File: src/rtl/md5_crack_pkg.sv
// md5_crack_pkg: opcodes, state encoding and status layout shared by md5_lane_cracker.
package md5_crack_pkg;
  localparam logic [31:0] OP_NOOP     = 32'h0000_0000;
  localparam logic [31:0] OP_CLEAR    = 32'h5230_0000;
  localparam logic [31:0] OP_START    = 32'h5230_0001;
  localparam logic [31:0] OP_SETEXP   = 32'h5230_1000;
  localparam logic [31:0] OP_SETMASK  = 32'h5230_1004;
  localparam logic [31:0] OP_SETSTART = 32'h5230_2000;
  localparam logic [31:0] OP_SETEND   = 32'h5230_2001;
  localparam logic [31:0] OP_CNT_LO   = 32'h5230_3000;
  localparam logic [31:0] OP_CNT_HI   = 32'h5230_3001;
  localparam logic [31:0] OP_STATUS   = 32'h5230_4000;
  localparam logic [31:0] OP_MATCH_LO = 32'h5230_4001;
  localparam logic [31:0] OP_MATCH_HI = 32'h5230_4002;
  localparam logic [31:0] RSP_OK      = 32'h0000_0000;
  localparam logic [31:0] RSP_ERR     = 32'hFFFF_FFFF;
  typedef enum logic [2:0] {
    S_IDLE = 3'd0, S_RUN = 3'd1, S_DRAIN = 3'd2, S_FOUND = 3'd3, S_EXHAUSTED = 3'd4
  } state_t;
  typedef enum logic [1:0] {A_EXP, A_MASK, A_START, A_END} arg_t;
  function automatic logic [31:0] status_word(input logic [3:0] lanes_m1, input state_t s);
    return {24'b0, lanes_m1, 1'b0, s};
  endfunction
endpackage

File: src/rtl/md5_lane_delay.sv
// md5_lane_delay: DEPTH-entry shift register pairing each issued lane mask with its base index.
module md5_lane_delay #(
  parameter int LANES = 4,
  parameter int DEPTH = 64,
  parameter int IDX_W = 48
) (
  input  logic             clk,
  input  logic             resetN,
  input  logic             flush,
  input  logic [LANES-1:0] in_mask,
  input  logic [IDX_W-1:0] in_base,
  output logic [LANES-1:0] out_mask,
  output logic [IDX_W-1:0] out_base,
  output logic             busy
);
  logic [LANES-1:0] msk [DEPTH];
  logic [IDX_W-1:0] bas [DEPTH];
  assign out_mask = msk[DEPTH-1];
  assign out_base = bas[DEPTH-1];
  always_comb begin
    busy = 1'b0;
    for (int i = 0; i < DEPTH; i++) busy = busy | (|msk[i]);
  end
  always_ff @(posedge clk or negedge resetN) begin
    if (!resetN) begin
      for (int i = 0; i < DEPTH; i++) begin
        msk[i] <= '0;
        bas[i] <= '0;
      end
    end else begin
      msk[0] <= flush ? '0 : in_mask;
      bas[0] <= in_base;
      for (int i = 1; i < DEPTH; i++) begin
        msk[i] <= flush ? '0 : msk[i-1];
        bas[i] <= bas[i-1];
      end
    end
  end
endmodule

File: src/rtl/md5_lane_cracker.sv
// md5_lane_cracker: command-driven index search feeding LANES external MD5 cores.
// Defining MD5_LANE_CRACKER_MASK_EN adds per-word digest compare masks (SetMask A..D).
module md5_lane_cracker
  import md5_crack_pkg::*;
#(
  parameter int LANES      = 4,
  parameter int PIPE_DEPTH = 64,
  parameter int IDX_W      = 48
) (
  input  logic                   clk,
  input  logic                   resetN,
  input  logic                   cmdValid,
  output logic                   cmdReady,
  input  logic [31:0]            cmdData,
  output logic                   rspValid,
  output logic [31:0]            rspData,
  output logic                   laneIssue,
  output logic [LANES*IDX_W-1:0] laneIndex,
  input  logic [LANES*128-1:0]   laneDigest,
  output logic                   running,
  output logic                   matched
);
  state_t state, nxt;
  arg_t arg_tgt, tgt;
  logic [1:0] arg_left, arg_sel, n_args;
  logic [31:0] arg_lo, rsp;
  logic [31:0] exp_w [4];
  logic [127:0] exp_all, cmp_mask;
  logic [IDX_W-1:0] start_idx, end_idx, base, match_idx, span, dbase;
  logic [63:0] count, midx;
  logic [LANES-1:0] vmask, dmask, hits, keep, issue_mask;
  logic [3:0] win;
  logic [6:0] inc;
  logic acc, payload, setable, live, last, busy, found, do_clear, do_start, is_exp, is_mask;
`ifdef MD5_LANE_CRACKER_MASK_EN
  logic [31:0] mask_w [4];
  assign cmp_mask = {mask_w[0], mask_w[1], mask_w[2], mask_w[3]};
  assign is_mask = cmdData[31:2] == OP_SETMASK[31:2];
`else
  assign cmp_mask = '1;
  assign is_mask = 1'b0;
`endif
  assign cmdReady = resetN;
  assign acc = cmdValid & cmdReady;
  assign payload = acc && arg_left != 2'd0;
  assign setable = state inside {S_IDLE, S_FOUND, S_EXHAUSTED};
  assign live = state == S_RUN || state == S_DRAIN;
  assign is_exp = cmdData[31:2] == OP_SETEXP[31:2];
  assign exp_all = {exp_w[0], exp_w[1], exp_w[2], exp_w[3]};
  assign midx = 64'(match_idx);
  // base never passes end while running, so end-base cannot wrap
  assign span = end_idx - base;
  assign last = span <= IDX_W'(LANES - 1);
  assign issue_mask = laneIssue ? vmask : '0;
  md5_lane_delay #(.LANES(LANES), .DEPTH(PIPE_DEPTH), .IDX_W(IDX_W)) u_delay (
    .clk(clk), .resetN(resetN), .flush(do_clear || found),
    .in_mask(issue_mask), .in_base(base),
    .out_mask(dmask), .out_base(dbase), .busy(busy)
  );
  always_comb begin
    rsp = RSP_ERR;
    do_clear = 1'b0;
    do_start = 1'b0;
    n_args = 2'd0;
    tgt = A_EXP;
    if (payload) rsp = RSP_OK;
    else if (cmdData == OP_NOOP) rsp = RSP_OK;
    else if (cmdData == OP_CLEAR) begin
      rsp = RSP_OK;
      do_clear = acc;
    end else if (cmdData == OP_START) begin
      if (state == S_IDLE) begin
        rsp = RSP_OK;
        do_start = acc;
      end
    end else if (is_exp || is_mask || cmdData == OP_SETSTART || cmdData == OP_SETEND) begin
      if (setable) begin
        rsp = RSP_OK;
        n_args = (is_exp || is_mask) ? 2'd1 : 2'd2;
        tgt = is_exp ? A_EXP : is_mask ? A_MASK : cmdData[0] ? A_END : A_START;
      end
    end else if (cmdData == OP_CNT_LO) rsp = count[31:0];
    else if (cmdData == OP_CNT_HI) rsp = count[63:32];
    else if (cmdData == OP_STATUS) rsp = status_word(4'(LANES - 1), state);
    else if (cmdData == OP_MATCH_LO) rsp = midx[31:0];
    else if (cmdData == OP_MATCH_HI) rsp = midx[63:32];
  end
  always_comb begin
    vmask = '0;
    hits = '0;
    keep = '0;
    win = '0;
    inc = '0;
    found = 1'b0;
    for (int k = 0; k < LANES; k++) begin
      vmask[k] = span >= IDX_W'(k);
      hits[k] = live && dmask[k] && ((laneDigest[128*k +: 128] ^ exp_all) & cmp_mask) == '0;
    end
    for (int k = LANES - 1; k >= 0; k--) if (hits[k]) win = 4'(k);
    found = |hits;
    // on a hit only lanes up to and including the winner count as searched
    for (int k = 0; k < LANES; k++) begin
      keep[k] = dmask[k] && (!found || 4'(k) <= win);
      inc = inc + 7'(keep[k]);
    end
  end
  always_comb begin
    nxt = state;
    if (do_clear) nxt = S_IDLE;
    else if (do_start) nxt = start_idx <= end_idx ? S_RUN : S_EXHAUSTED;
    else if (found) nxt = S_FOUND;
    else if (state == S_RUN && last) nxt = S_DRAIN;
    else if (state == S_DRAIN && !busy) nxt = S_EXHAUSTED;
  end
  always_comb begin
    for (int k = 0; k < LANES; k++)
      laneIndex[k*IDX_W +: IDX_W] = laneIssue ? base + IDX_W'(k) : '0;
  end
  always_ff @(posedge clk or negedge resetN) begin
    if (!resetN) begin
      state <= S_IDLE;
      running <= 1'b0;
      matched <= 1'b0;
      laneIssue <= 1'b0;
      rspValid <= 1'b0;
      rspData <= '0;
      base <= '0;
      count <= '0;
      match_idx <= '0;
      start_idx <= '0;
      end_idx <= '0;
      arg_left <= '0;
      arg_sel <= '0;
      arg_tgt <= A_EXP;
      arg_lo <= '0;
      for (int i = 0; i < 4; i++) exp_w[i] <= '0;
`ifdef MD5_LANE_CRACKER_MASK_EN
      for (int i = 0; i < 4; i++) mask_w[i] <= '1;
`endif
    end else begin
      state <= nxt;
      running <= nxt == S_RUN || nxt == S_DRAIN;
      matched <= nxt == S_FOUND;
      laneIssue <= nxt == S_RUN;
      rspValid <= acc;
      if (acc) rspData <= rsp;
      if (do_start) base <= start_idx;
      else if (laneIssue) base <= base + IDX_W'(LANES);
      if (do_clear) begin
        count <= '0;
        match_idx <= '0;
      end else if (live) begin
        count <= count + 64'(inc);
        if (found) match_idx <= dbase + IDX_W'(win);
      end
      if (payload) begin
        arg_left <= arg_left - 2'd1;
        arg_lo <= cmdData;
        if (arg_tgt == A_EXP) exp_w[arg_sel] <= cmdData;
`ifdef MD5_LANE_CRACKER_MASK_EN
        if (arg_tgt == A_MASK) mask_w[arg_sel] <= cmdData;
`endif
        if (arg_left == 2'd1 && arg_tgt == A_START) start_idx <= IDX_W'({cmdData, arg_lo});
        if (arg_left == 2'd1 && arg_tgt == A_END) end_idx <= IDX_W'({cmdData, arg_lo});
      end else if (acc) begin
        arg_left <= n_args;
        arg_tgt <= tgt;
        arg_sel <= cmdData[1:0];
      end
    end
  end
endmodule
File: config.mk
export PLATFORM = sky130hd
export DESIGN_NAME = md5_lane_cracker
export DESIGN_NICKNAME = d
export VERILOG_FILES = /design/src/rtl/md5_crack_pkg.sv /design/src/rtl/md5_lane_delay.sv /design/src/rtl/md5_lane_cracker.sv
export SDC_FILE = /design/constraint.sdc
export NUM_CORES = 2
export LEC_CHECK = 0
export ABC_CLOCK_PERIOD_IN_PS = 7900
export BUFFER_PORTS_ARGS = -buffer_cell sky130_fd_sc_hd__buf_2
export CORE_ASPECT_RATIO = 1.2
export CORE_UTILIZATION = 23
export CTS_CLUSTER_DIAMETER = 150
export CTS_CLUSTER_SIZE = 12
export DETAILED_ROUTE_END_ITERATION = 10
export PLACE_DENSITY_LB_ADDON = 0.12
export SYNTH_ARGS = -nofsm -noshare
export SYNTH_HDL_FRONTEND = slang
export SYNTH_HIERARCHICAL = 1
export SYNTH_SLANG_ARGS = --single-unit
File: constraint.sdc
create_clock -name clk -period 7.9 [get_ports clk]
set_input_delay 0.395 -clock clk [delete_from_list [all_inputs] [get_ports clk]]
set_output_delay 0.395 -clock clk [all_outputs]
set_load 0.01 [all_outputs]
==> tab_implementation.tex <==
\begin{tabular}{lr}
\hline
Metric & Value \\
\hline
\multicolumn{2}{l}{\textbf{Run status}} \\
Result of the run & completed \\
\multicolumn{2}{l}{\textbf{Final layout}} \\
Post-synthesis to final-layout area growth & 18.9\% \\
Final std cells w/o fill & $\sim$16000 \\
Ratio of cells with drive above 1 in the final layout & a little under a fifth \\
Total number of nets in the final design & 9436 \\
Non-Filler Cell Area, Final & 0.143 mm² \\
\multicolumn{2}{l}{\textbf{Synthesis}} \\
Sequential-to-total area share from yosys stat & 78.6\% \\
XOR/XNOR share of the synthesized area & 4.27\% \\
Nets in the synthesized netlist & roughly 8400 \\
Number of warning messages in the yosys log & 6 \\
Number of enable-type register cells in the synthesized netlist & 0 \\
Multiplexer fraction of the synthesized cell area & between 2 and 2.5\% \\
Post-Synthesis Cells & between 7000 and 8000 \\
Synthesized area per cell & $\sim$15 µm² \\
Netlist area before placement & around 0.12 mm² \\
Largest family of logic cells by synthesized area & simple AND/OR/NAND/NOR gates \\
Largest cells by area after synthesis & sky130\_fd\_sc\_hd\_\_dfrtp\_1 79\%, sky130\_fd\_sc\_hd\_\_xnor2\_1 2.4\%, sky130\_fd\_sc\_hd\_\_mux2\_2 2.2\%, sky130\_fd\_sc\_hd\_\_xor2\_1 1.9\%, sky130\_fd\_sc\_hd\_\_nor2b\_1 1.5\% \\
Most common library cells after synthesis & 3789 x sky130\_fd\_sc\_hd\_\_dfrtp\_1, 368 x sky130\_fd\_sc\_hd\_\_nand2\_1, 333 x sky130\_fd\_sc\_hd\_\_xnor2\_1 \\
Cell taking the most area after synthesis & sky130\_fd\_sc\_hd\_\_dfrtp\_1 \\
Library cells used by synthesis & 87 \\
Flip-flop and latch count after synthesis & 3789 \\
Most instantiated flip-flop cell in the synthesis netlist & sky130\_fd\_sc\_hd\_\_dfrtp\_1 \\
Post-Synth Simple-Gate Area & 7.49\% \\
Area fraction in compound gates after synthesis & 4.05\% \\
Area share of the leading cell type in the synthesized netlist & 78.6\% \\
Fraction of registers with async set/reset & 100\% \\
Share of synthesized cell area in full adder, half adder and majority cells & 1.17\% \\
Count leader, synth & sky130\_fd\_sc\_hd\_\_dfrtp\_1 \\
\multicolumn{2}{l}{\textbf{Timing}} \\
Max Freq & roughly 130 MHz \\
Maximum clock skew at final layout & between 0.1 and 0.15 ns \\
Total Negative Setup Slacks & 0 ns \\
Final min period & 7.45 ns \\
Share of the clock period used by the worst path after layout & 94.3\% \\
Final setup viols & 0 \\
Slew headroom & 9.48\% \\
Slew at the pin closest to its max-slew limit & 1.35 ns \\
Max-slew violation count & 0 \\
Final hold violation count & 0 \\
Unrepaired setup endpoints after global routing & no \\
\multicolumn{2}{l}{\textbf{Detailed routing}} \\
Wire length on met1 & approximately 200 mm \\
Number of iterations in the first detailed-routing pass & 6 \\
Amount of wire on met3 after detailed routing & 42.8 mm \\
Number of remaining DRC errors & 0 \\
Routed length per placed instance & $\sim$30 µm \\
Via count of the routed design & 66000 \\
Number of design-rule violations left by the first detailed-router iteration & about 5400 \\
Met2 WL & roughly 220 mm \\
Detailed Route WL & approximately 480 mm \\
Remaining antenna violation count & 0 \\
Via density per instance & $\sim$4.2 \\
Top Metal Used & met5 \\
\multicolumn{2}{l}{\textbf{Clock tree}} \\
CTS tree & built \\
Maximum buffer depth of the clock tree & 4 \\
Number of buffers created by CTS & around 360 \\
Clock transition at the register clock pins on the worst setup and hold paths after CTS & 0.07 ns \\
Sink count of the clock tree & 3789 \\
Skew-Pair Late Insertion Delay & 1.03 ns \\
Cell at the root of the clock tree & sky130\_fd\_sc\_hd\_\_clkbuf\_16 \\
Number of H-tree levels & 5 \\
Post CTS Setup Buffer Count & 0 \\
\multicolumn{2}{l}{\textbf{Critical path}} \\
FF-to-FF setup slack & 0.45 ns \\
Worst EP required & between 8 and 9 ns \\
Critical-path maximum fanout & 6 \\
RR Endpoint & count[60]\$\_DFFE\_PN0N\_ \\
CP Data Arrival Time & approximately 8.3 ns \\
Type of the setup path with the least slack & flop to flop \\
Nature of the critical path endpoint & flop \\
Worst reg2reg path depth & 22 \\
Reg2Reg Launch Point & exp\_all[26]\$\_DFFE\_PN0P\_ \\
Sort of element at the start of the critical path & flop \\
\multicolumn{2}{l}{\textbf{GRT}} \\
Residual overflow from global routing & 0 \\
First-pass GRT wire length & between 600 and 700 mm \\
Number of global-route vias before repair & around 70000 \\
GRT Util Overall & 18.2\% \\
Number of antenna violations at the first check in global routing & 267 \\
Maximum number of pins on one net before global-route repair & 177 \\
\multicolumn{2}{l}{\textbf{Die}} \\
Number of top-level pins & 776 \\
Die area & roughly 0.53 mm² \\
X dimension of the die & 663 µm \\
Die height & 795 µm \\
Number of core rows & 291 \\
Starting density of the core & 23.1\% \\
Total core area & 0.523 mm² \\
\multicolumn{2}{l}{\textbf{Min path}} \\
Hold WC Path Type & input pin to flop \\
Worst Hold Path Cells & 3 \\
End point of the worst hold path & arg\_lo[15]\$\_DFFE\_PN0P\_ \\
Source of the worst hold timing path & cmdData[15] \\
\multicolumn{2}{l}{\textbf{Place}} \\
Port-buffer cells & 775 \\
Placed instance count & around 15000 \\
Placed Area & 0.133 mm² \\
Detailed Place HPWL & 375 mm \\
Final GP Congestion & 0.918 \\
\multicolumn{2}{l}{\textbf{Power}} \\
Leakage power of the design & 0.0604 µW \\
Power Density & between 200 and 300 mW/mm² \\
IR drop worst, VDD & roughly 0.17 mV \\
\multicolumn{2}{l}{\textbf{Run}} \\
Number of violations of the max-capacitance limit & 0 \\
\hline
\end{tabular}
==> metal layers <==
layer | GRT usage, % | vias to the layer above
li1 | - | 27800
met1 | 23.4 | 34900
met2 | 28.6 | 2441
met3 | 5.47 | 801
met4 | 7.31 | 108
met5 | 0 | -
==> how the worst max path moves through the flow <==
stage,start,end,slack (ns),cells after the start
detailed placement,exp_all[94]$_DFFE_PN0P_,count[60]$_DFFE_PN0N_,0.35,23
floorplan,exp_all[110]$_DFFE_PN0P_,count[58]$_DFFE_PN0N_,1.81,26
global route,exp_all[57]$_DFFE_PN0P_,count[62]$_DFFE_PN0N_,0.1,23
CTS,exp_all[94]$_DFFE_PN0P_,count[62]$_DFFE_PN0N_,0.34,23
finish,exp_all[26]$_DFFE_PN0P_,count[60]$_DFFE_PN0N_,0.45,22
global placement,exp_all[94]$_DFFE_PN0P_,count[58]$_DFFE_PN0N_,0.32,23
==> cell usage in the layout, fill, tap and decap left out, types with 18 or more instances in the layout <==
master,instances
sky130_fd_sc_hd__o31ai_1,19
sky130_fd_sc_hd__and3_1,31
sky130_fd_sc_hd__o21bai_1,18
sky130_fd_sc_hd__nor3_1,63
sky130_fd_sc_hd__nor2b_1,281
sky130_fd_sc_hd__a21boi_0,29
sky130_fd_sc_hd__diode_2,187
sky130_fd_sc_hd__ha_1,105
sky130_fd_sc_hd__and2_1,159
sky130_fd_sc_hd__inv_1,264
sky130_fd_sc_hd__buf_4,173
sky130_fd_sc_hd__o21ai_0,123
sky130_fd_sc_hd__a221oi_1,52
sky130_fd_sc_hd__mux2_2,240
sky130_fd_sc_hd__xnor2_1,333
sky130_fd_sc_hd__dfrtp_1,3788
sky130_fd_sc_hd__nand2_1,365
sky130_fd_sc_hd__nor2_1,270
sky130_fd_sc_hd__a21o_1,20
sky130_fd_sc_hd__nand3_1,86
sky130_fd_sc_hd__dlygate4sd3_1,21
sky130_fd_sc_hd__o22ai_1,73
sky130_fd_sc_hd__or4_1,18
sky130_fd_sc_hd__xor2_1,255
sky130_fd_sc_hd__o221ai_1,34
sky130_fd_sc_hd__a22o_1,22
sky130_fd_sc_hd__nor4_1,147
sky130_fd_sc_hd__or3_1,45
sky130_fd_sc_hd__buf_2,774
sky130_fd_sc_hd__clkbuf_16,359
sky130_fd_sc_hd__a21oi_1,187
sky130_fd_sc_hd__nand4_1,152
sky130_fd_sc_hd__o2bb2ai_1,37
==> cell type report <==
cell class | instances | area, µm²
antenna | 187 | 468
timing repair buffer | 981 | 5650
inverter | 268 | 1010
clock buffer | 361 | 8990
fill | 53300 | 379000
multi-input combinational | 3384 | 23400
sequential | 3789 | 94800
tap | 6885 | 8610
clock inverter | 28 | 473
==> critical path, stage by stage (launching register included) <==
cell                      delay, ns
sky130_fd_sc_hd__dfrtp_1       0.83
sky130_fd_sc_hd__xor2_1        0.17
sky130_fd_sc_hd__nor4_2        0.60
sky130_fd_sc_hd__nand4_1       0.50
sky130_fd_sc_hd__or4_1         0.71
sky130_fd_sc_hd__or4_1         0.55
sky130_fd_sc_hd__nand2_1       0.12
sky130_fd_sc_hd__nor2_1        0.06
sky130_fd_sc_hd__fa_1          0.51
sky130_fd_sc_hd__fa_1          0.24
sky130_fd_sc_hd__inv_1         0.07
sky130_fd_sc_hd__fa_1          0.41
sky130_fd_sc_hd__nor4b_2       0.47
sky130_fd_sc_hd__nand3_1       0.18
sky130_fd_sc_hd__nor4b_1       0.37
sky130_fd_sc_hd__buf_4         0.19
sky130_fd_sc_hd__and4_1        0.21
sky130_fd_sc_hd__and3_1        0.22
sky130_fd_sc_hd__nand2_1       0.13
sky130_fd_sc_hd__nor2_1        0.37
sky130_fd_sc_hd__nand3_1       0.15
sky130_fd_sc_hd__xor2_1        0.20
sky130_fd_sc_hd__nor2_1        0.06
==> cells by family after synthesis <==
kind of cell / Yosys count
flip-flops: 3789
AND/OR/NAND/NOR: 1708
AO/OA/AOI/OAI: 729
buffers and inverters: 613
XOR/XNOR: 588
multiplexers: 249
adder cells (fa/ha/maj): 110
==> metrics by stage <==
step	hold WS (ns)	setup slack (ns)	util (%)	power (µW)
3_3_place_gp	0.331	0.322	25.5	25500
4_1_cts	0.00211	0.337	27.3	41100
6_report	0.0913	0.451	27.4	40200
3_5_place_dp	0.335	0.350	25.5	25400
5_1_grt	0.0359	0.0984	27.4	41900
2_1_floorplan	0.0994	1.81	-	22300
==> flip-flops by register name (all words and copies together) (netlist names), 2 cells and up <==
| register | cells |
|---|---|
| u_delay/bas | 3024 |
| arg_lo | 32 |
| end_idx | 48 |
| u_delay/out_mask | 4 |
| rspData | 32 |
| start_idx | 48 |
| arg_sel | 2 |
| arg_left | 2 |
| match_idx | 48 |
| exp_all | 128 |
| base | 48 |
| count | 64 |
| state | 3 |
| arg_tgt | 2 |
| u_delay/out_base | 48 |
| u_delay/msk | 252 |
==> where the power goes <==
part / switching (µW) / internal (µW)
Sequential: 1000 / 19800
Combinational: 2950 / 1300
Clock: 7120 / 8060
==> repair_timing <==
item                                    in CTS  in global routing
gates resized for setup                      0                  2
hold endpoints to repair                   239                  0
endpoints found under the setup margin       0                  3
hold buffers                                22                  0
Note: power is estimated with default switching activity, not from simulation.
